### src/rtl/vga_timing_gen.sv
// vga_timing_gen: VGA raster timing (default 640x480@60) with pixel enable,
// syncs delayed one cycle to line up with registered RGB, and a frame counter.
module vga_timing_gen #(
  parameter int H_DISPLAY   = 640,
  parameter int H_FRONT     = 16,
  parameter int H_SYNC      = 96,
  parameter int H_BACK      = 48,
  parameter int V_DISPLAY   = 480,
  parameter int V_FRONT     = 10,
  parameter int V_SYNC      = 2,
  parameter int V_BACK      = 33,
  parameter bit SYNC_ACTIVE = 1'b0
) (
  input  logic       clk,
  input  logic       rst_n,
  input  logic       pix_en,
  output logic [9:0] hpos,
  output logic [9:0] vpos,
  output logic       display_on,
  output logic       hsync,
  output logic       vsync,
  output logic       line_start,
  output logic       frame_start,
  output logic [7:0] frame_count
);
  localparam int H_TOTAL = H_DISPLAY + H_FRONT + H_SYNC + H_BACK;
  localparam int V_TOTAL = V_DISPLAY + V_FRONT + V_SYNC + V_BACK;
  localparam int HS_BEG = H_DISPLAY + H_FRONT;
  localparam int HS_END = HS_BEG + H_SYNC;
  localparam int VS_BEG = V_DISPLAY + V_FRONT;
  localparam int VS_END = VS_BEG + V_SYNC;
  localparam logic [9:0] H_LAST = 10'(H_TOTAL - 1);
  localparam logic [9:0] V_LAST = 10'(V_TOTAL - 1);

  if (H_TOTAL > 1024 || V_TOTAL > 1024) begin : g_bad_totals
    $error("vga_timing_gen: H_TOTAL/V_TOTAL exceed 10-bit counter range");
  end

  logic [9:0] h_q, h_d, v_q, v_d;
  logic [7:0] fc_q, fc_d;
  logic       hs_q, hs_d, vs_q, vs_d;
  logic       h_wrap, v_wrap, hs_c, vs_c;

  // >= rather than == so any out-of-range count falls back to 0 on the next advance
  always_comb begin
    h_wrap = h_q >= H_LAST;
    v_wrap = v_q >= V_LAST;
    hs_c   = int'(h_q) >= HS_BEG && int'(h_q) < HS_END;
    vs_c   = int'(v_q) >= VS_BEG && int'(v_q) < VS_END;
    h_d    = h_wrap ? '0 : h_q + 10'd1;
    v_d    = !h_wrap ? v_q : v_wrap ? '0 : v_q + 10'd1;
    fc_d   = fc_q + {7'd0, h_wrap && v_wrap};
    hs_d   = hs_c ? SYNC_ACTIVE : ~SYNC_ACTIVE;
    vs_d   = vs_c ? SYNC_ACTIVE : ~SYNC_ACTIVE;
  end

  always_ff @(posedge clk) begin
    if (!rst_n) begin
      h_q  <= '0;
      v_q  <= '0;
      fc_q <= '0;
      hs_q <= ~SYNC_ACTIVE;
      vs_q <= ~SYNC_ACTIVE;
    end else if (pix_en) begin
      h_q  <= h_d;
      v_q  <= v_d;
      fc_q <= fc_d;
      hs_q <= hs_d;
      vs_q <= vs_d;
    end
  end

  assign hpos        = h_q;
  assign vpos        = v_q;
  assign frame_count = fc_q;
  assign hsync       = hs_q;
  assign vsync       = vs_q;
  assign display_on  = int'(h_q) < H_DISPLAY && int'(v_q) < V_DISPLAY;
  assign line_start  = pix_en && h_q == '0;
  assign frame_start = line_start && v_q == '0;
endmodule

### config.mk
export PLATFORM = sky130hd
export DESIGN_NAME = vga_timing_gen
export DESIGN_NICKNAME = d
export VERILOG_FILES = /design/src/rtl/vga_timing_gen.sv
export SDC_FILE = /design/constraint.sdc
export NUM_CORES = 1
export LEC_CHECK = 0
export BUFFER_PORTS_ARGS = -buffer_cell sky130_fd_sc_hd__buf_4
export CAP_MARGIN = 10
export CORE_UTILIZATION = 53
export CTS_CLUSTER_DIAMETER = 60
export DETAILED_ROUTE_END_ITERATION = 8
export PLACE_DENSITY = 0.81
export SLEW_MARGIN = 0
export SYNTH_ARGS = -nofsm -noshare
export SYNTH_HDL_FRONTEND = slang
export SYNTH_SLANG_ARGS = --single-unit
### constraint.sdc
create_clock -name clk -period 2.6 [get_ports clk]
set_input_delay 0.39 -clock clk [delete_from_list [all_inputs] [get_ports clk]]
set_output_delay 0.39 -clock clk [all_outputs]
set_load 0.02 [all_outputs]
==> impl_metrics.toml, run 1 <==
[drt]
wl_per_cell_um = 14.5
antenna_left = 0
drt_pass1_iterations = 4
vias = 1492
viasPerCell = 5.99
first_iter_violations = 91
drc = 0
routed_wirelength_um = 3600

[global_route]
grt_max_degree = 19
grt_usage_pct = 24.4
antenna_found_initial = 0
grt_pass1_vias = 1345
grt_pass1_wl_um = 5980
overflow = 0

[place]
place_hpwl_um = 2470
port_buffers = 35
dp.cells = 241
place_congestion = 0.816

[power]
power.density_mw_per_mm2 = 445
power.leakage_nw = 0.740
ir_worst_vdd_v = 0.000414

[floorplanning]
die_w_um = 56.6
rows = 19
initial_utilization_pct = 56.8
chipHeight_um = 56.6
dieArea_sq_mm = 0.00320
ios = 36
fp.coreArea_sq_mm = 0.00278

[yosys]
synth_seq_cells = 30
syn-mean-instance-area_sq_um = 8.59
ys.flop_type = "dfxtp_1"
synth_top_area_share_pct = 38.0
netlist_top_cells_area = "dfxtp_1 38%, nor2_1 5.7%, ha_1 4.8%, nand4_1 4.8%, nand2_1 4.3%"
yosysMostFrequentCell = "dfxtp_1"
synth.distinct_cells = 44
synthCells = 184
synth-seq-area-share_pct = 38.0
synth_edf_count = 0
synth-async-reset-ratio_pct = 0
synth_common_cells = "30 x dfxtp_1, 24 x nor2_1, 18 x nand2_1"
synth_top_cell_by_area = "dfxtp_1"
netlist_area_sq_mm = 0.00158
synth_nets = 193
synth_warnings = 0

[clocking]
cts_htree_levels = 2
cts_buffers = 5
cts_sinks = 30
tritoncts = "built"
clk_path_buf_depth = 2
clk_pin_slew_ns = 0.10
cts-root-buf = "clkbuf_4"
insertion_delay_ns = 0.34
cts_setup_buffers = 0

[timing]
finalCritPeriodShare_pct = 89.2
relSlewSlack_pct = 64.0
max_freq_mhz = 431
finalHoldViolCount = 0
fin_crit_ns = 2.32
grt_setup_unrepaired = "false"
drv_slew = 0
tightestPinTransition_ns = 0.539
setup_violations = 0
finalClockSkew_ns = 0.00477
fin_tns_setup_ns = 0

[worst_setup_path]
cp-start-kind = "register"
arrival_ns = 1.93
required_ns = 2.21
slowest_stage = "nor3_2"
crit_buf_inv = 1
path_delay_family = "simple AND/OR/NAND/NOR gates"
critPathKind = "reg -> out"
critPathMaxFanout = 7
cp_cell_sequence = "nor3_2, nand4_1, nor4_2, and3_1, buf_4"
max_stage_delay_ns = 0.41
end_kind = "output port"

[run_status]
status = "finished clean"

[cells_and_area]
area_growth_pct = 20.6
stdcell_count = 249
drive_gt1_share_pct = 23.9
num_antenna_cells = 0
nets = 226

[min_path]
hold_class = "in -> reg"

[run]
cap_violations = 0
==> worst paths after layout <==
kind | from | endpoint | slack [ns] | cells past startpoint
max | hpos[7]$_SDFFE_PN0P_ | frame_start | 0.28 | 5
min | rst_n | vsync$_SDFFE_PN1P_ | 0.30 | 2
min reg2reg | vsync$_SDFFE_PN1P_ | vsync$_SDFFE_PN1P_ | 0.50 | 2
max reg2reg | hpos[0]$_SDFFE_PN0P_ | frame_count[7]$_SDFFE_PN0P_ | 0.39 | 7
==> metrics by stage <==
| step | power, mW | hold slack (ns) | setup WS [ns] | cell area, sq um | util (%) |
|---|---|---|---|---|---|
| final | 0.848 | 0.299 | 0.280 | 1910 | 68.5 |
| after global routing | 0.885 | 0.296 | 0.155 | 1910 | 68.5 |
| after CTS | 0.860 | 0.283 | 0.155 | 1900 | 68.3 |
| after detailed placement | 0.558 | 0.484 | 0.448 | 1840 | 66.0 |
| after global placement | 0.554 | 0.467 | 0.505 | 1840 | 66.0 |
| after floorplan | 0.532 | 0.539 | 0.232 | 1580 | - |
==> layout make-up <==
cell class                      count  area (sq um)
Clock buffer                        6          51.3
Clock inverter                      2          12.5
Fill cell                         236           876
Inverter                            5          18.8
Multi-Input combinational cell    139           913
Sequential cell                    30           601
Tap cell                           31          38.8
Timing Repair Buffer               36           270
==> report_power, final <==
group          total, mW  switching (mW)  internal (mW)
Sequential         0.477          0.0119          0.465
Clock              0.300           0.170          0.130
Combinational     0.0706          0.0418         0.0288
==> kinds of logic after synthesis <==
group                    Yosys count  share of synthesized area [%]
XOR/XNOR                          13                           7.21
flip-flops                        30                           38.0
multiplexers                       3                           1.90
buffers and inverters             15                           4.59
adder cells (fa/ha/maj)            6                           4.75
AND/OR/NAND/NOR                   89                           30.0
AO/OA/AOI/OAI                     28                           13.5
==> metal layers <==
metal | vias to the layer above | GRT usage, % | wire, um | share of wire [%]
li1 | 736 | - | - | -
met1 | 709 | 30.4 | 1650 | 46
met2 | 39 | 37.1 | 1700 | 47
met3 | 8 | 5.99 | 174 | 4.8
met4 | 0 | 16.4 | 71 | 2.0
met5 | - | 0 | 0 | 0
==> cell usage in the layout, fill, tap and decap left out, types with 6 or more instances in the layout <==
| cell type | count |
|---|---|
| dfxtp_1 | 30 |
| nand3_1 | 8 |
| nor2_1 | 24 |
| nand2_1 | 18 |
| xor2_1 | 7 |
| ha_1 | 6 |
| xnor2_1 | 6 |
| nand4_1 | 12 |
| buf_4 | 36 |
==> state kept, by name, indices dropped and copies added (netlist names) <==
signal / cells
frame_count: 8
hpos: 10
hsync: 1
vpos: 10
vsync: 1
==> repair_timing <==
action / in CTS / in global routing
setup endpoints to repair: 0 / 1
hold buffers: 0 / 0
hold endpoints to repair: 0 / 0
gates resized for setup: 0 / 1
No activity file was read; power rests on OpenSTA's default activity.
==> inputs of run 2 (changes only) <==
==> constraint.sdc (replaced) <==
create_clock -name clk -period 2.2 [get_ports clk]
set_input_delay 0.33 -clock clk [delete_from_list [all_inputs] [get_ports clk]]
set_output_delay 0.33 -clock clk [all_outputs]
set_load 0.02 [all_outputs]
==> run 2 against run 1 <==
- first-iteration DRC count shrank 19%
- global-route usage grew 1.6 points
- setup slack lost 0.18 ns
- clock skew grew 0.0040 ns
- largest cell class unchanged
==> impl_metrics.toml, run 2 (synthesized netlist as in run 1, its figures left out) <==
[run_status]
status = "finished clean"

[global_route]
grt_usage_pct = 26.0
grt_max_degree = 19
overflow = 0
grt_pass1_wl_um = 6380
antenna_found_initial = 0
grt_pass1_vias = 1374

[floorplanning]
fp.coreArea_sq_mm = 0.00278
dieArea_sq_mm = 0.00320
initial_utilization_pct = 56.8
rows = 19
ios = 36
chipHeight_um = 56.6
die_w_um = 56.6

[drt]
drc = 0
first_iter_violations = 74
routed_wirelength_um = 3860
wl_per_cell_um = 14.8
drt_pass1_iterations = 4
vias = 1526
antenna_left = 0
viasPerCell = 5.85

[timing]
max_freq_mhz = 476
fin_crit_ns = 2.10
whs_ns = 0.244
setup_violations = 0
grt_setup_unrepaired = "false"
finalCritPeriodShare_pct = 95.6
tightestPinTransition_ns = 0.510
relSlewSlack_pct = 66.0
drv_slew = 0
finalClockSkew_ns = 0.00880
finalHoldViolCount = 0
setup_slack_ns = 0.0979

[min_path]
worstHoldStart = "rst_n"
hold_depth = 2
hold_end = "hsync$_SDFFE_PN1P_"
hold_class = "in -> reg"

[run]
cap_violations = 0

[cells_and_area]
num_antenna_cells = 0
final_common_cell = "buf_4"
fillers = 223
mostFrequentLayoutCells = "48 x buf_4, 29 x dfxtp_1, 24 x nor2_1"
area_growth_pct = 30.1
nets = 238
drive_gt1_share_pct = 28.7

[power]
power.leakage_nw = 0.831
power.density_mw_per_mm2 = 606
power_mw = 1.25
ir_worst_vdd_v = 0.000585

[clocking]
cts_buffers = 5
tritoncts = "built"
clk_path_buf_depth = 2
cts_htree_levels = 2
cts_sinks = 30
cts-root-buf = "clkbuf_4"
insertion_delay_ns = 0.34
clk_pin_slew_ns = 0.10

[place]
port_buffers = 35
place_hpwl_um = 2720
post-place-ws_ns = 0.115
place_congestion = 0.845

[worst_setup_path]
required_ns = 1.87
critPathMaxFanout = 7
cp-start-kind = "register"
rr_worst_depth = 7
reg2reg_slack_ns = 0.16
end_kind = "output port"
r2r_start = "hpos[1]$_SDFFE_PN0P_"
arrival_ns = 1.77
r2r-end = "frame_count[7]$_SDFFE_PN0P_"
critPathKind = "reg -> out"
## run 2: cell count changes in the layout (fill, tap and decap cells not counted)
| cell | delta |
|---|---|
| a211oi_1 | -1 |
| a211oi_2 | +1 |
| buf_4 | +12 |
| bufinv_16 | +2 |
| clkinv_2 | -1 |
| clkinvlp_4 | -1 |
| dfxtp_1 | -1 |
| dfxtp_2 | +1 |
| nor3_2 | -1 |
| nor3_4 | +1 |
## run 2: what timing repair did
action,CTS,global route
resized for setup,1,1
endpoints found under the setup margin,1,2
buffers inserted,1,0
pin swaps,1,0
hold buffers,0,0
## run 2: worst max-delay path, stage by stage, from the launching register on
cell and delay (ns):
dfxtp_1 0.41, nor3_4 0.25, nand4_1 0.13, nor4_2 0.26
and3_1 0.23, buf_4 0.14
## run 2: through the flow
| step | instances | setup TNS, ns | utilization [%] | instance area (sq um) |
|---|---|---|---|---|
| final | 261 | 0 | 73.9 | 2060 |
| after detailed placement | 252 | 0 | 69.2 | 1930 |
| after global placement | 252 | 0 | 69.2 | 1930 |
| after floorplan | 184 | -0.00695 | - | 1590 |
| after global routing | 261 | 0 | 73.9 | 2060 |
| after CTS | 261 | 0 | 73.7 | 2050 |
## run 2: per-layer routing
metal  share of wire [%]  global-route usage (%)  vias to the layer above
li1                    -                       -                      758
met2                  51                    42.0                       53
met1                  42                    33.3                      705
met3                 4.6                    4.84                       10
met4                 2.0                    12.5                        0
met5                   0                       0                        -
## run 2: final cells by class
cell class,count,area (sq um),share of cell area [%]
tap,31,38.8,1.89
clock inverter,2,60.1,2.92
clock buffer,6,51.3,2.50
timing repair buffer,48,360,17.5
multi-input combinational,139,925,45.0
sequential,30,602,29.3
inverter,5,18.8,0.913
## run 2: report_power, final
part           switching [mW]  internal [mW]
Clock                   0.203          0.385
Sequential            0.00576          0.550
Combinational          0.0610         0.0409
## run 2: how the worst max path moves through the flow
stage | startpoint | endpoint | slack [ns] | depth (start not counted)
final | hpos[5]$_SDFFE_PN0P_ | frame_start | 0.1 | 5
after global routing | hpos[1]$_SDFFE_PN0P_ | frame_count[7]$_SDFFE_PN0P_ | 0.01 | 7
after CTS | hpos[1]$_SDFFE_PN0P_ | frame_count[7]$_SDFFE_PN0P_ | 0.06 | 7
after detailed placement | hpos[1]$_SDFFE_PN0P_ | frame_count[7]$_SDFFE_PN0P_ | 0.11 | 7
after global placement | hpos[1]$_SDFFE_PN0P_ | frame_count[7]$_SDFFE_PN0P_ | 0.25 | 7
after floorplan | vpos[5]$_SDFFE_PN0P_ | frame_count[6]$_SDFFE_PN0P_ | -0.005 | 10
